--- config.mk ---
export PLATFORM = sky130hd
export DESIGN_NAME = cop0_exception_sequencer
export DESIGN_NICKNAME = d
export VERILOG_FILES = /design/src/rtl/cop0_pkg.sv /design/src/rtl/cop0_timer.sv /design/src/rtl/cop0_exception_sequencer.sv
export SDC_FILE = /design/constraint.sdc
export NUM_CORES = 1
export LEC_CHECK = 0
export CAP_MARGIN = 20
export CORE_MARGIN = 2
export CORE_UTILIZATION = 40
export CTS_CLUSTER_SIZE = 8
export DETAILED_ROUTE_END_ITERATION = 8
export PLACE_DENSITY_LB_ADDON = 0.15
export SKIP_LAST_GASP = 1
export SLEW_MARGIN = 15
export SYNTH_ARGS = -nofsm -noshare
export SYNTH_HDL_FRONTEND = slang
export SYNTH_SLANG_ARGS = --single-unit
--- constraint.sdc ---
create_clock -name clk -period 2.9 [get_ports clk]
set_clock_uncertainty 0.15 [all_clocks]
set_input_delay 0.58 -clock clk [delete_from_list [all_inputs] [get_ports clk]]
set_output_delay 0.58 -clock clk [all_outputs]
set_load 0.05 [all_outputs]
--- src/rtl/cop0_pkg.sv ---
// Shared COP0 definitions: register addresses, Status/Cause bit positions,
// exception codes and the exception-sequencer state encoding.
package cop0_pkg;

  localparam logic [4:0] RD_BADVADDR = 5'd8;
  localparam logic [4:0] RD_COUNT    = 5'd9;
  localparam logic [4:0] RD_COMPARE  = 5'd11;
  localparam logic [4:0] RD_STATUS   = 5'd12;
  localparam logic [4:0] RD_CAUSE    = 5'd13;
  localparam logic [4:0] RD_EPC      = 5'd14;
  localparam logic [4:0] RD_EBASE    = 5'd15;

  localparam logic [2:0] SEL_MAIN    = 3'd0;
  localparam logic [2:0] SEL_EBASE   = 3'd1;

  localparam int unsigned ST_IE  = 0;
  localparam int unsigned ST_EXL = 1;
  localparam int unsigned ST_ERL = 2;
  localparam int unsigned CA_TI  = 30;
  localparam int unsigned CA_BD  = 31;

  localparam logic [31:0] STATUS_RESET = 32'h0040_0004;
  localparam logic [31:0] EBASE_RESET  = 32'h8000_0000;
  localparam logic [31:0] EXL_MASK     = 32'h0000_0002;

  typedef enum logic [4:0] {
    EXC_INT  = 5'd0,
    EXC_MOD  = 5'd1,
    EXC_TLBL = 5'd2,
    EXC_TLBS = 5'd3,
    EXC_ADEL = 5'd4,
    EXC_ADES = 5'd5,
    EXC_IBE  = 5'd6,
    EXC_DBE  = 5'd7,
    EXC_SYS  = 5'd8,
    EXC_BP   = 5'd9,
    EXC_RI   = 5'd10,
    EXC_CPU  = 5'd11,
    EXC_OV   = 5'd12,
    EXC_TR   = 5'd13
  } exc_code_e;

  typedef enum logic [2:0] {
    IDLE     = 3'd0,
    W_EPC    = 3'd1,
    W_BADVA  = 3'd2,
    W_CAUSE  = 3'd3,
    W_STATUS = 3'd4
  } seq_state_e;

  function automatic logic is_reg(input logic [4:0] rd, input logic [2:0] sel,
                                  input logic [4:0] t_rd, input logic [2:0] t_sel);
    return (rd == t_rd) && (sel == t_sel);
  endfunction

endpackage

--- src/rtl/cop0_timer.sv ---
// Count/Compare timer. TI latches when Count reaches Compare and is cleared
// only by a load of Compare. Used when COP0_TIMER_EN is defined.
module cop0_timer
  import cop0_pkg::*;
(
  input  logic        clk,
  input  logic        reset,
  input  logic        ld_count,
  input  logic        ld_compare,
  input  logic [31:0] wdata,
  output logic [31:0] count,
  output logic        ti
);

  logic [31:0] count_q, count_d;
  logic [31:0] compare_q, compare_d;
  logic        ti_q, ti_d;

  always_comb begin
    count_d   = ld_count ? wdata : count_q + 32'd1;
    compare_d = ld_compare ? wdata : compare_q;
    ti_d      = ld_compare ? 1'b0 : (ti_q | (count_q == compare_q));
  end

  always_ff @(posedge clk) begin
    if (reset) begin
      count_q   <= '0;
      compare_q <= '0;
      ti_q      <= 1'b0;
    end else begin
      count_q   <= count_d;
      compare_q <= compare_d;
      ti_q      <= ti_d;
    end
  end

  assign count = count_q;
  assign ti    = ti_q;

endmodule

--- src/rtl/cop0_exception_sequencer.sv ---
// Sole owner of the COP0 write port: arbitrates exception entry, ERET, MTC0
// and (with COP0_TIMER_EN defined) idle-cycle Count updates.
module cop0_exception_sequencer
  import cop0_pkg::*;
#(
  parameter logic [31:0] EXC_OFFSET = 32'h180
) (
  input  logic        clk,
  input  logic        reset,
  input  logic        exc_valid,
  input  logic [4:0]  exc_code,
  input  logic [31:0] exc_pc,
  input  logic        exc_bd,
  input  logic        exc_badvaddr_valid,
  input  logic [31:0] exc_badvaddr,
  input  logic        eret_valid,
  input  logic        mtc0_valid,
  input  logic [4:0]  mtc0_rd,
  input  logic [2:0]  mtc0_sel,
  input  logic [31:0] mtc0_data,
  input  logic [5:0]  hw_int,
  output logic        cop0_we,
  output logic [4:0]  cop0_write_rd,
  output logic [2:0]  cop0_write_sel,
  output logic [31:0] cop0_din,
  output logic        busy,
  output logic        redirect_valid,
  output logic [31:0] redirect_pc,
  output logic        int_pending
);

  // Handshake: exc/eret/mtc0 are taken only in a cycle where the sequencer is
  // IDLE (busy low, W_STATUS excluded); an exception beats ERET beats MTC0.
  // A request presented while not IDLE is not consumed and must be held.

  seq_state_e  state_q, state_d;
  logic        we_q, we_d;
  logic [4:0]  rd_q, rd_d;
  logic [2:0]  sel_q, sel_d;
  logic [31:0] din_q, din_d;
  logic        redir_q, redir_d;
  logic [31:0] redir_pc_q, redir_pc_d;
  logic [4:0]  code_q, code_d;
  logic        bd_q, bd_d;
  logic        bv_q, bv_d;
  logic [31:0] badva_q, badva_d;
  logic        exl_q, exl_d;
  logic [31:0] status_q, status_d;
  logic [31:0] cause_q, cause_d;
  logic [31:0] epc_q, epc_d;
  logic [31:0] ebase_q, ebase_d;
  logic        ti;
  logic [7:0]  live_ip;
  logic [31:0] cause_wr;

`ifdef COP0_TIMER_EN
  logic [31:0] count;
  logic        src_mtc0_q, src_mtc0_d;

  // Only MTC0 writes load the timer; the idle Count refresh must not reload it.
  cop0_timer u_timer (
    .clk        (clk),
    .reset      (reset),
    .ld_count   (src_mtc0_q & we_q & is_reg(rd_q, sel_q, RD_COUNT, SEL_MAIN)),
    .ld_compare (src_mtc0_q & we_q & is_reg(rd_q, sel_q, RD_COMPARE, SEL_MAIN)),
    .wdata      (din_q),
    .count      (count),
    .ti         (ti)
  );
`else
  assign ti = 1'b0;
`endif

  // Shadows follow the write currently on the port; their _d values are the
  // up-to-date view used when a new request is decoded.
  always_comb begin
    status_d = status_q;
    cause_d  = cause_q;
    epc_d    = epc_q;
    ebase_d  = ebase_q;
    if (we_q) begin
      if (is_reg(rd_q, sel_q, RD_STATUS, SEL_MAIN)) status_d = din_q;
      if (is_reg(rd_q, sel_q, RD_CAUSE, SEL_MAIN))  cause_d  = din_q;
      if (is_reg(rd_q, sel_q, RD_EPC, SEL_MAIN))    epc_d    = din_q;
      if (is_reg(rd_q, sel_q, RD_EBASE, SEL_EBASE)) ebase_d  = din_q;
    end
  end

  assign live_ip = {ti | hw_int[5], hw_int[4:0], cause_q[9:8]};

  always_comb begin
    cause_wr        = cause_d;
    cause_wr[CA_BD] = exl_q ? cause_d[CA_BD] : bd_q;
    cause_wr[CA_TI] = ti;
    cause_wr[15:8]  = live_ip;
    cause_wr[6:2]   = code_q;
  end

  always_comb begin
    state_d    = state_q;
    we_d       = 1'b0;
    rd_d       = '0;
    sel_d      = '0;
    din_d      = '0;
    redir_d    = 1'b0;
    redir_pc_d = '0;
    code_d     = code_q;
    bd_d       = bd_q;
    bv_d       = bv_q;
    badva_d    = badva_q;
    exl_d      = exl_q;
`ifdef COP0_TIMER_EN
    src_mtc0_d = 1'b0;
`endif
    case (state_q)
      IDLE: begin
        if (exc_valid) begin
          state_d = W_EPC;
          code_d  = exc_code;
          bd_d    = exc_bd;
          bv_d    = exc_badvaddr_valid;
          badva_d = exc_badvaddr;
          exl_d   = status_d[ST_EXL];
          // Nested exception: EPC keeps the outer handler's return address.
          we_d    = ~status_d[ST_EXL];
          rd_d    = RD_EPC;
          sel_d   = SEL_MAIN;
          din_d   = exc_bd ? exc_pc - 32'd4 : exc_pc;
        end else if (eret_valid) begin
          we_d       = 1'b1;
          rd_d       = RD_STATUS;
          sel_d      = SEL_MAIN;
          din_d      = status_d & ~EXL_MASK;
          redir_d    = 1'b1;
          redir_pc_d = epc_d;
        end else if (mtc0_valid) begin
          we_d  = 1'b1;
          rd_d  = mtc0_rd;
          sel_d = mtc0_sel;
          din_d = mtc0_data;
`ifdef COP0_TIMER_EN
          src_mtc0_d = 1'b1;
        end else begin
          we_d  = 1'b1;
          rd_d  = RD_COUNT;
          sel_d = SEL_MAIN;
          din_d = count;
`endif
        end
      end
      W_EPC: begin
        we_d  = 1'b1;
        sel_d = SEL_MAIN;
        if (bv_q) begin
          state_d = W_BADVA;
          rd_d    = RD_BADVADDR;
          din_d   = badva_q;
        end else begin
          state_d = W_CAUSE;
          rd_d    = RD_CAUSE;
          din_d   = cause_wr;
        end
      end
      W_BADVA: begin
        state_d = W_CAUSE;
        we_d    = 1'b1;
        rd_d    = RD_CAUSE;
        sel_d   = SEL_MAIN;
        din_d   = cause_wr;
      end
      W_CAUSE: begin
        state_d    = W_STATUS;
        we_d       = 1'b1;
        rd_d       = RD_STATUS;
        sel_d      = SEL_MAIN;
        din_d      = status_d | EXL_MASK;
        redir_d    = 1'b1;
        redir_pc_d = {ebase_d[31:12], 12'h000} + EXC_OFFSET;
      end
      W_STATUS: state_d = IDLE;
      default:  state_d = IDLE;
    endcase
  end

  always_ff @(posedge clk) begin
    if (reset) begin
      state_q    <= IDLE;
      we_q       <= 1'b0;
      rd_q       <= '0;
      sel_q      <= '0;
      din_q      <= '0;
      redir_q    <= 1'b0;
      redir_pc_q <= '0;
      code_q     <= '0;
      bd_q       <= 1'b0;
      bv_q       <= 1'b0;
      badva_q    <= '0;
      exl_q      <= 1'b0;
      status_q   <= STATUS_RESET;
      cause_q    <= '0;
      epc_q      <= '0;
      ebase_q    <= EBASE_RESET;
`ifdef COP0_TIMER_EN
      src_mtc0_q <= 1'b0;
`endif
    end else begin
      state_q    <= state_d;
      we_q       <= we_d;
      rd_q       <= rd_d;
      sel_q      <= sel_d;
      din_q      <= din_d;
      redir_q    <= redir_d;
      redir_pc_q <= redir_pc_d;
      code_q     <= code_d;
      bd_q       <= bd_d;
      bv_q       <= bv_d;
      badva_q    <= badva_d;
      exl_q      <= exl_d;
      status_q   <= status_d;
      cause_q    <= cause_d;
      epc_q      <= epc_d;
      ebase_q    <= ebase_d;
`ifdef COP0_TIMER_EN
      src_mtc0_q <= src_mtc0_d;
`endif
    end
  end

  assign cop0_we        = we_q;
  assign cop0_write_rd  = rd_q;
  assign cop0_write_sel = sel_q;
  assign cop0_din       = din_q;
  assign redirect_valid = redir_q;
  assign redirect_pc    = redir_pc_q;
  // The W_STATUS cycle already reports not-busy so the next request lands right after it.
  assign busy           = (state_q != IDLE) && (state_q != W_STATUS);
  assign int_pending    = status_q[ST_IE] & ~status_q[ST_EXL] & ~status_q[ST_ERL] &
                          (|(status_q[15:8] & live_ip));

endmodule

-- After elaboration in Yosys (flattened, before gate mapping)
Cells that the tools add are included.
- flip-flop bits (word level): 245
- bits in latches: 0
- RAM bits: 0
- bits in read-only memories: 0
- input port bits: 122
- output and inout bits: 76
- logic and storage cells: 86
- memories: 0
- $add $sub $neg: 2
- multiply operators: 0
- div/mod/pow operators: 0
- order comparisons: 0
- equality and inequality tests: 10
- shift operators: 0
- muxes and demuxes: 33
- bitwise operators: 9
- reductions and logical operators: 14
- operator list (kind ; count):
    32-bit two-way mux ; 15
    32-bit case mux with 4 select lines ; 1
    32-bit case mux with 2 select lines ; 1
    32-bit by 9-bit adder with 32-bit output (second input constant) ; 1
    32-bit by 3-bit subtractor with 32-bit output (second input constant) ; 1
    5-bit by 4-bit == test with 1-bit output (second input constant) ; 4
    5-bit case mux with 4 select lines ; 1
    5-bit two-way mux ; 3
    3-bit case mux with 4 select lines ; 1
    8-bit bitwise AND ; 1
    8-bit OR reduction ; 1
    1-bit two-way mux ; 7
    3-bit by 1-bit == test with 1-bit output (second input constant) ; 2
    3-bit by 2-bit == test with 1-bit output (second input constant) ; 2
    3-bit zero test ; 2
    3-bit two-way mux ; 2
    2-bit AND reduction ; 3
    1-bit logical AND ; 5
    1-bit NOT ; 5
    5-bit OR reduction ; 1
    1-bit case mux with 2 select lines ; 2
    1-bit bitwise AND ; 3
    3-bit != test (second input constant) ; 1
    3-bit nonzero test ; 1
    other kinds (2) ; 2

-- Logic depth before layout (Yosys ltp)
Gate-level depths: netlist of the first run.
- depth after elaboration: 7
- gate-level depth with buffers: 8
- depth with buffers taken out: 8

-- Least setup slack after synthesis of the first run
OpenSTA, ideal clock, no wires.
- kind: register to register
- from: register we_q (netlist: cop0_we)
- to: register din_q[31] (netlist: cop0_din[31])
- arrival time: 2.439 ns
- setup slack: 0.178 ns
- stages on the path, launching flop included: 9
- buffers on the path: 2
- clock period less this slack: 2.722 ns
- cell sequence: dfxtp_1 or4b_4 nor4_4 buf_6 buf_12 mux2i_1 nor2_1 a211oi_1 a21oi_1
- longest elaborated chain between the ends: 4
- RTL lines (element ; RTL line ; text):
    from (decl) ; cop0_exception_sequencer.sv:37 ; logic we_q, we_d;
    from (signal assigned) ; cop0_exception_sequencer.sv:208 ; we_q <= we_d;
    32-bit two-way mux ; cop0_exception_sequencer.sv:81 ; if (we_q) begin
    1-bit two-way mux or 32-bit two-way mux (tied branches) ; cop0_exception_sequencer.sv:93, cop0_exception_sequencer.sv:129 ;
    32-bit two-way mux, on equally long branches ; cop0_exception_sequencer.sv:154, cop0_exception_sequencer.sv:117 ;
    32-bit case mux with 4 select lines * ; cop0_exception_sequencer.sv:115 ; case (state_q)
    to (signal assigned) ; cop0_exception_sequencer.sv:211 ; din_q <= din_d;
    to (decl) ; cop0_exception_sequencer.sv:40 ; logic [31:0] din_q, din_d;
Mark *: on every way between the ends. The rest lies on a longest branch, timed or not.
A chain may end at the register's enable or synchronous reset.

-- Final worst setup path of the first run
- from: register din_q[25] (netlist: cop0_din[25])
- to: output cop0_din[25]
- RTL lines (element ; RTL line ; text):
    to (decl) ; cop0_exception_sequencer.sv:25 ; output logic [31:0] cop0_din,
No word-level cell between the ends.

==> impl_results.md, run 1 <==
- Run status: complete, no violations
- First-pass GRT wire length: 43.6 mm
- Total CTS buffers: 31
- Number of synthesized flops with an enable pin: 0
- Initial DRC count: 566
- Synth Register Bits: 221
- Placed Area: 0.0115 mm2
- Die Span Y: 154 um
- GRT overflow: 0
- Critical path type: reg2out
- Initial Util: 41.0%
- Cts repair resizes: 1
- Crit path DAT: 1.94 ns
- Post-Route WL: 27.9 mm
- Initial antenna violation count: 0
- WL/cell: 18.8 um
- Switching power total: 0.00209 W
- Ys Warns: 0
- CTS clock-pin slew for the worst setup and hold paths: 0.05 ns
- Sequential fraction of the synthesis area: 49.1%
- Tot Pwr: 0.00759 W
- Clock latency on the worst-skew pair: 0.54 ns
- Io pins: 198
- Cell family with most CP delay: buffers and inverters
- Vias in the first global route: 7634
- Bufs and invs on worst path: 1
- Crit path max-delay cell type: clkdlybuf4s50_1
- Async set-reset flop share out of synthesis: 0%
- Worst Path Required: 2.17 ns
- Lkg Pwr: 4.51 nW
- Post-CTS setup repair buffer count: 0
- Unrepaired setup endpoints after global routing: false
- Max Slew Vio Count: 0
- Setup crit end kind: output pin
- Vias: 8022
- Startpoint Class: register
- Period utilization: 92.1%
- Pin count of the biggest net entering global routing: 73
- Hold-fix buffers, CTS: 0
- Ys flop type: dfxtp_1
- Row cnt: 54
- PortBufs: 197
- Final HPWL DP: 19.9 mm
- Diode count: 0
- Vias per cell: 5.41
- Max_slew headroom: 47.6%
- Post-Syn Nets: 1111
- Final Hold Fails: 0
- Mean Syn Cell Area: 9.12 um2
- Layout cells sized above 1: 9.73%
- Sw frac: 27.5%
- Antenna-violating nets left: 0
- Clk sinks: 221
- Fraction of power consumed by the clock network: 40.2%
- GRT Util Overall: 23.1%
- PwrDens: 616 mW/mm2
- CTS tree: yes
- Mapped Cells: 988
- Worst min path class: reg2reg
- Distinct cells, synth: 58
- MaxCap Viol Count: 0
- Sequential cell fraction of total power: 43.5%
- Area of the multi-input gates: 0.00425 mm2
- Sum Neg Setup Slack: 0 ns
- Root Buffer: clkbuf_16
- Least-Margin Pin Slew: 0.786 ns
- Peak Freq: 0.374 GHz
- Core Box Area: 0.0220 mm2
- Part of the power in combinational logic: 16.2%
- DR pass1 iterations: 8
- Design area: 0.0123 mm2
- Final net count: 1326
- GPL Wtd Cong: 0.874
- Final setup vio count: 0
- Max IR drop VDD: 330 uV
- Sequential cell area: 0.00442 mm2
- Worst-path cell chain: clkdlybuf4s50_1
- Design internal power: 0.00551 W
- Crit path largest cell delay: 0.88 ns
- DRC errors left: 0
- Worst Path Max Fanout: 5
- Die area: 0.0237 mm2
- CTS H-tree lvls: 1
- Mapped cell area: 0.00901 mm2
- Die width: 154 um
- WHS: 0.305 ns
- Syn-to-layout area delta: 36.8%
- Min cycle time layout: 2.67 ns
- Fillers: 2018
- CTS Buffer Depth: 3
-- per-layer routing --
| metal | part of all wire, % | global-route usage [%] | vias up |
|---|---|---|---|
| li1 | - | - | 3885 |
| met1 | 47 | 34.0 | 3796 |
| met2 | 43 | 34.7 | 301 |
| met3 | 7.3 | 4.37 | 40 |
| met4 | 2.0 | 6.01 | 0 |
| met5 | 0 | 0 | - |
-- power by group through the flow --
stage | Clock [W] | Sequential [W] | Combinational (W)
2_1_floorplan | 0 | 0.00349 | 0.000492
3_3_place_gp | 0 | 0.00336 | 0.00123
3_5_place_dp | 0 | 0.00336 | 0.00123
4_1_cts | 0.00311 | 0.00330 | 0.00123
5_1_grt | 0.00326 | 0.00331 | 0.00131
6_report | 0.00305 | 0.00330 | 0.00123
-- worst paths after layout --
kind,from,slack [ns],to,cells after the start
hold reg to reg,badva_q[14],0.31,badva_q[14],2
hold / removal,badva_q[14],0.31,badva_q[14],2
setup / recovery,cop0_din[25],0.23,cop0_din[25],1
setup reg to reg,cop0_write_rd[4],0.27,cop0_din[29],8
-- cell type report --
class	count	area share, %
Tap cell	280	2.84
Clock inverter	1	0.0406
Clock buffer	31	6.30
Sequential cell	221	35.9
Multi-Input combinational cell	685	34.5
Timing Repair Buffer	259	20.2
Inverter	5	0.152
-- logic make-up (layout without fill, tap and decap cells) --
group | Yosys count | after routing | synth area share (%)
simple gates | 334 | 334 | 17.5
flops | 221 | 221 | 49.1
compound gates | 219 | 219 | 15.0
mux | 105 | 105 | 11.7
buf+inv | 82 | 296 | 4.00
xor+xnor | 26 | 26 | 2.53
fa+ha+maj | 1 | 1 | 0.139
-- cells in the final DEF, fill, tap and decap left out, types with 4 or more instances in the layout --
cell type	n
nand4_1	4
buf_12	5
nor2_1	134
buf_4	59
nor4_1	11
dfxtp_1	221
xor2_1	16
a22oi_1	6
mux2i_1	99
nand3_1	6
nand2b_1	9
or3_1	5
o211ai_1	10
o21ai_1	7
a221oi_1	7
clkdlybuf4s50_1	194
nand2_1	87
a211oi_1	5
nor3_1	17
o22ai_1	32
inv_1	5
mux2_2	6
clkbuf_16	31
and2_1	25
a222oi_1	13
a21oi_1	101
xnor2_1	10
or4_1	4
nor2b_1	6
o21ai_0	19
-- Yosys cell counts (2+ instances only) --
cell | number | share of area [%]
o32ai_1 | 3 | 0.29
dfxtp_1 | 221 | 49
xor2_1 | 16 | 1.6
a22oi_1 | 6 | 0.50
nand3b_1 | 3 | 0.25
o21ai_1 | 7 | 0.39
o221a_2 | 2 | 0.25
o2bb2ai_1 | 2 | 0.19
nor2_1 | 135 | 5.6
nand3_1 | 6 | 0.33
nand4_1 | 4 | 0.28
a211o_1 | 3 | 0.29
xnor2_1 | 10 | 0.97
nor2b_1 | 6 | 0.42
nor3b_1 | 3 | 0.25
a21boi_0 | 2 | 0.17
clkbuf_1 | 61 | 2.5
nor4b_1 | 2 | 0.19
buf_6 | 3 | 0.37
nor4bb_1 | 2 | 0.22
buf_4 | 2 | 0.17
or2_2 | 3 | 0.21
o22ai_1 | 32 | 2.2
o211ai_1 | 10 | 0.83
o21ai_0 | 19 | 1.1
a211oi_1 | 5 | 0.42
and2_1 | 25 | 1.7
nor4_1 | 12 | 0.83
or3_1 | 5 | 0.35
inv_1 | 5 | 0.21
nor3_1 | 17 | 0.94
a221oi_1 | 7 | 0.68
a222oi_1 | 13 | 1.4
or4_1 | 4 | 0.33
mux2_2 | 6 | 0.75
buf_1 | 5 | 0.21
buf_2 | 5 | 0.28
a21oi_1 | 101 | 5.6
mux2i_1 | 99 | 11
and3_1 | 2 | 0.14
nand2_1 | 87 | 3.6
nand2_2 | 2 | 0.14
nand2b_1 | 9 | 0.62
o22a_1 | 2 | 0.19
-- sequential cells by signal, summed over array words and instances (netlist names), 20 cells and up --
register / cells
badva_q: 32
cop0_din: 32
epc_q: 32
redirect_pc: 32
status_q: 32
cause_q: 20
ebase_q: 20
-- through the flow --
stage,util (%),cells,setup slack [ns]
6_report,56.1,1482,0.229
3_3_place_gp,52.6,1450,-0.186
5_1_grt,56.1,1482,0.118
4_1_cts,56.1,1482,0.223
3_5_place_dp,52.6,1450,-0.211
2_1_floorplan,-,988,0.178
No activity file was read; power rests on OpenSTA's default activity.
==> run 2: changes to the inputs <==
--- a/config.mk
+++ b/config.mk
@@ -10,7 +10,7 @@
 export CORE_UTILIZATION = 40
 export CTS_CLUSTER_SIZE = 8
 export DETAILED_ROUTE_END_ITERATION = 8
-export PLACE_DENSITY_LB_ADDON = 0.15
+export PLACE_DENSITY = 0.66
 export SKIP_LAST_GASP = 1
 export SLEW_MARGIN = 15
 export SYNTH_ARGS = -nofsm -noshare
==> impl_results.md, run 2 (synthesis gave the netlist of run 1 again) <==
- Hold-fix buffers, CTS: 0 (unchanged)
- Die Span Y: 154 um (unchanged)
- Sum Neg Setup Slack: 0 ns (unchanged)
- Least-Margin Pin Slew: 0.770 ns (-0.0153 ns)
- Clk sinks: 221 (unchanged)
- PwrDens: 620 mW/mm2 (+0.60%)
- Total CTS buffers: 31 (unchanged)
- Worst R2R Start: cop0_write_rd[4]
- CTS tree: yes
- CTS clock-pin slew for the worst setup and hold paths: 0.05 ns (about the same)
- Tot Pwr: 0.00765 W (+0.76%)
- Max IR drop VDD: 426 uV (+29%)
- WHS Endpoint: badva_q[11]
- Setup crit end kind: register
- WL/cell: 18.8 um (-0.11%)
- Root Buffer: clkbuf_16
- Pin count of the biggest net entering global routing: 158 (+120%)
- Fillers: 1978 (-2.0%)
- WHS: 0.303 ns (-0.00187 ns)
- Cell family with most CP delay: simple AND/OR/NAND/NOR gates
- Core Box Area: 0.0220 mm2 (unchanged)
- Run status: complete, no violations
- Peak Freq: 0.358 GHz (-4.4%)
- Worst-path cell chain: or4b_4 > nor4_4 > buf_12 > buf_4 > mux2i_1 > a21oi_1 > nor2_1
- DR pass1 iterations: 5 (-3)
- Syn-to-layout area delta: 37.0%
- Post-CTS setup repair buffer count: 0 (unchanged)
- Initial antenna violation count: 0 (unchanged)
- PortBufs: 197 (unchanged)
- Hold Path Origin: badva_q[11]
- Lkg Pwr: 4.52 nW (+0.21%)
- Die width: 154 um (unchanged)
- Max_slew headroom: 48.6% (+1.0 points)
- Bufs and invs on worst path: 2 (+1)
- GRT Util Overall: 22.8% (-0.29 points)
- CTS H-tree lvls: 1 (unchanged)
- Crit path max-delay cell type: or4b_4
- Worst min path class: reg2reg
- Startpoint Class: register
- Period utilization: 96.3% (+4.2 points)
- Io pins: 198 (unchanged)
- Initial DRC count: 594 (+4.9%)
- Final setup vio count: 0 (unchanged)
- Met2 usage: 33.4% (-1.2 points)
- Crit path largest cell delay: 0.58 ns (-0.30 ns)
- Final HPWL DP: 19.8 mm (-0.33%)
- Post-Place Worst Slack: -0.251 ns (-0.0398 ns)
- Critical R2R Capture: cop0_we
- Antenna-violating nets left: 0 (unchanged)
- Crit path DAT: 3.11 ns (+1.17 ns)
- Final Hold Fails: 0 (unchanged)
- First-pass GRT wire length: 43.2 mm (-0.94%)
- Critical path type: reg2reg
- Diode count: 0 (unchanged)
- Vias per cell: 5.43 (+0.27%)
- Clock latency on the worst-skew pair: 0.55 ns (about the same)
- Post-Route WL: 27.8 mm (-0.31%)
- Register-to-Register Setup Slack: 0.11 ns (-0.16 ns)
- Met3 Track Usage GR: 3.55% (-0.82 points)
- CTS Buffer Depth: 3 (unchanged)
- GPL Wtd Cong: 0.892 (+2.2%)
- Busiest grt layer: met1
- Worst Path Max Fanout: 25 (+20)
- Final worst slack: 0.106 ns (-0.123 ns)
- Commonest non-fill, non-tap cells in the layout: dfxtp_1 (221), clkdlybuf4s50_1 (194), nor2_1 (134)
- Layout cells sized above 1: 9.51% (-0.23 points)
- Initial Util: 41.0% (unchanged)
- Die area: 0.0237 mm2 (unchanged)
- Cts repair resizes: 0 (-1)
- Worst R2R Path Depth: 7 (-1)
- Vias in the first global route: 7635 (+0.013%)
- Row cnt: 54 (unchanged)
- Final net count: 1322 (-0.30%)
- GRT overflow: 0 (unchanged)
- Vias: 8027 (+0.062%)
- Dpl cells: 1446 (-0.28%)
- Cell Count, Final, Fillers Out: 1479 (-0.20%)
- DRC errors left: 0 (unchanged)
- Min cycle time layout: 2.79 ns (+0.123 ns)
- Unrepaired setup endpoints after global routing: false
- Max Slew Vio Count: 0 (unchanged)
- Commonest non-fill, non-tap cell in the layout: dfxtp_1
- MaxCap Viol Count: 0 (unchanged)
- Cell depth of the worst min-delay path: 2 (unchanged)
- Worst Path Required: 3.22 ns (+1.05 ns)
- GR Util met1: 34.0% (about the same)
## run 2: cell types whose count changed in the layout (fill, tap and decap cells not counted)
cell,delta
buf_12,+2
dlymetal6s2s_1,+1
dlygate4sd2_1,-1
buf_4,-6
inv_16,+1
## run 2: final cells by class
class / instances / area, um2 / share of cell area [%]
tap: 280 / 350 / 2.84
clock inverter: 2 / 25.0 / 0.203
sequential: 221 / 4420 / 35.9
inverter: 5 / 18.8 / 0.152
clock buffer: 31 / 776 / 6.29
multi-input combinational: 685 / 4250 / 34.5
timing repair buffer: 255 / 2490 / 20.2
## run 2: per-layer routing
| metal | up-vias | part of all wire [%] |
|---|---|---|
| met4 | 0 | 2.7 |
| met3 | 48 | 6.9 |
| met5 | - | 0 |
| met2 | 333 | 42 |
| li1 | 3890 | - |
| met1 | 3756 | 48 |
## run 2: power breakdown
part	internal (W)	total, W	switching, W
logic	0.000504	0.00125	0.000744
registers	0.00316	0.00330	0.000135
clock network	0.00187	0.00310	0.00124
total	0.00553	0.00765	0.00212
## run 2: tightest hold or removal path: stages, from the launching register on
cell and delay [ns]:
dfxtp_1 0.31, nand2_1 0.05, a21oi_1 0.05
## run 2: worst max path at each step
stage / cells past startpoint / slack [ns] / startpoint / to
after detailed placement: 7 / -0.25 / exc_pc[19] / cop0_din[31]
after CTS: 3 / 0.02 / state_q[1] / busy
after floorplan: 8 / 0.18 / cop0_we / cop0_din[31]
final: 7 / 0.11 / cop0_write_rd[4] / cop0_we
after global routing: 7 / 0.009 / cop0_write_rd[4] / cop0_we
after global placement: 8 / -0.21 / exc_pc[19] / cop0_din[26]
## run 2: metrics by stage
stage | cell area [um2] | util [%]
2_1_floorplan | 9010 | -
3_3_place_gp | 11500 | 52.5
3_5_place_dp | 11500 | 52.5
4_1_cts | 12300 | 56.2
5_1_grt | 12300 | 56.2
6_report | 12300 | 56.2
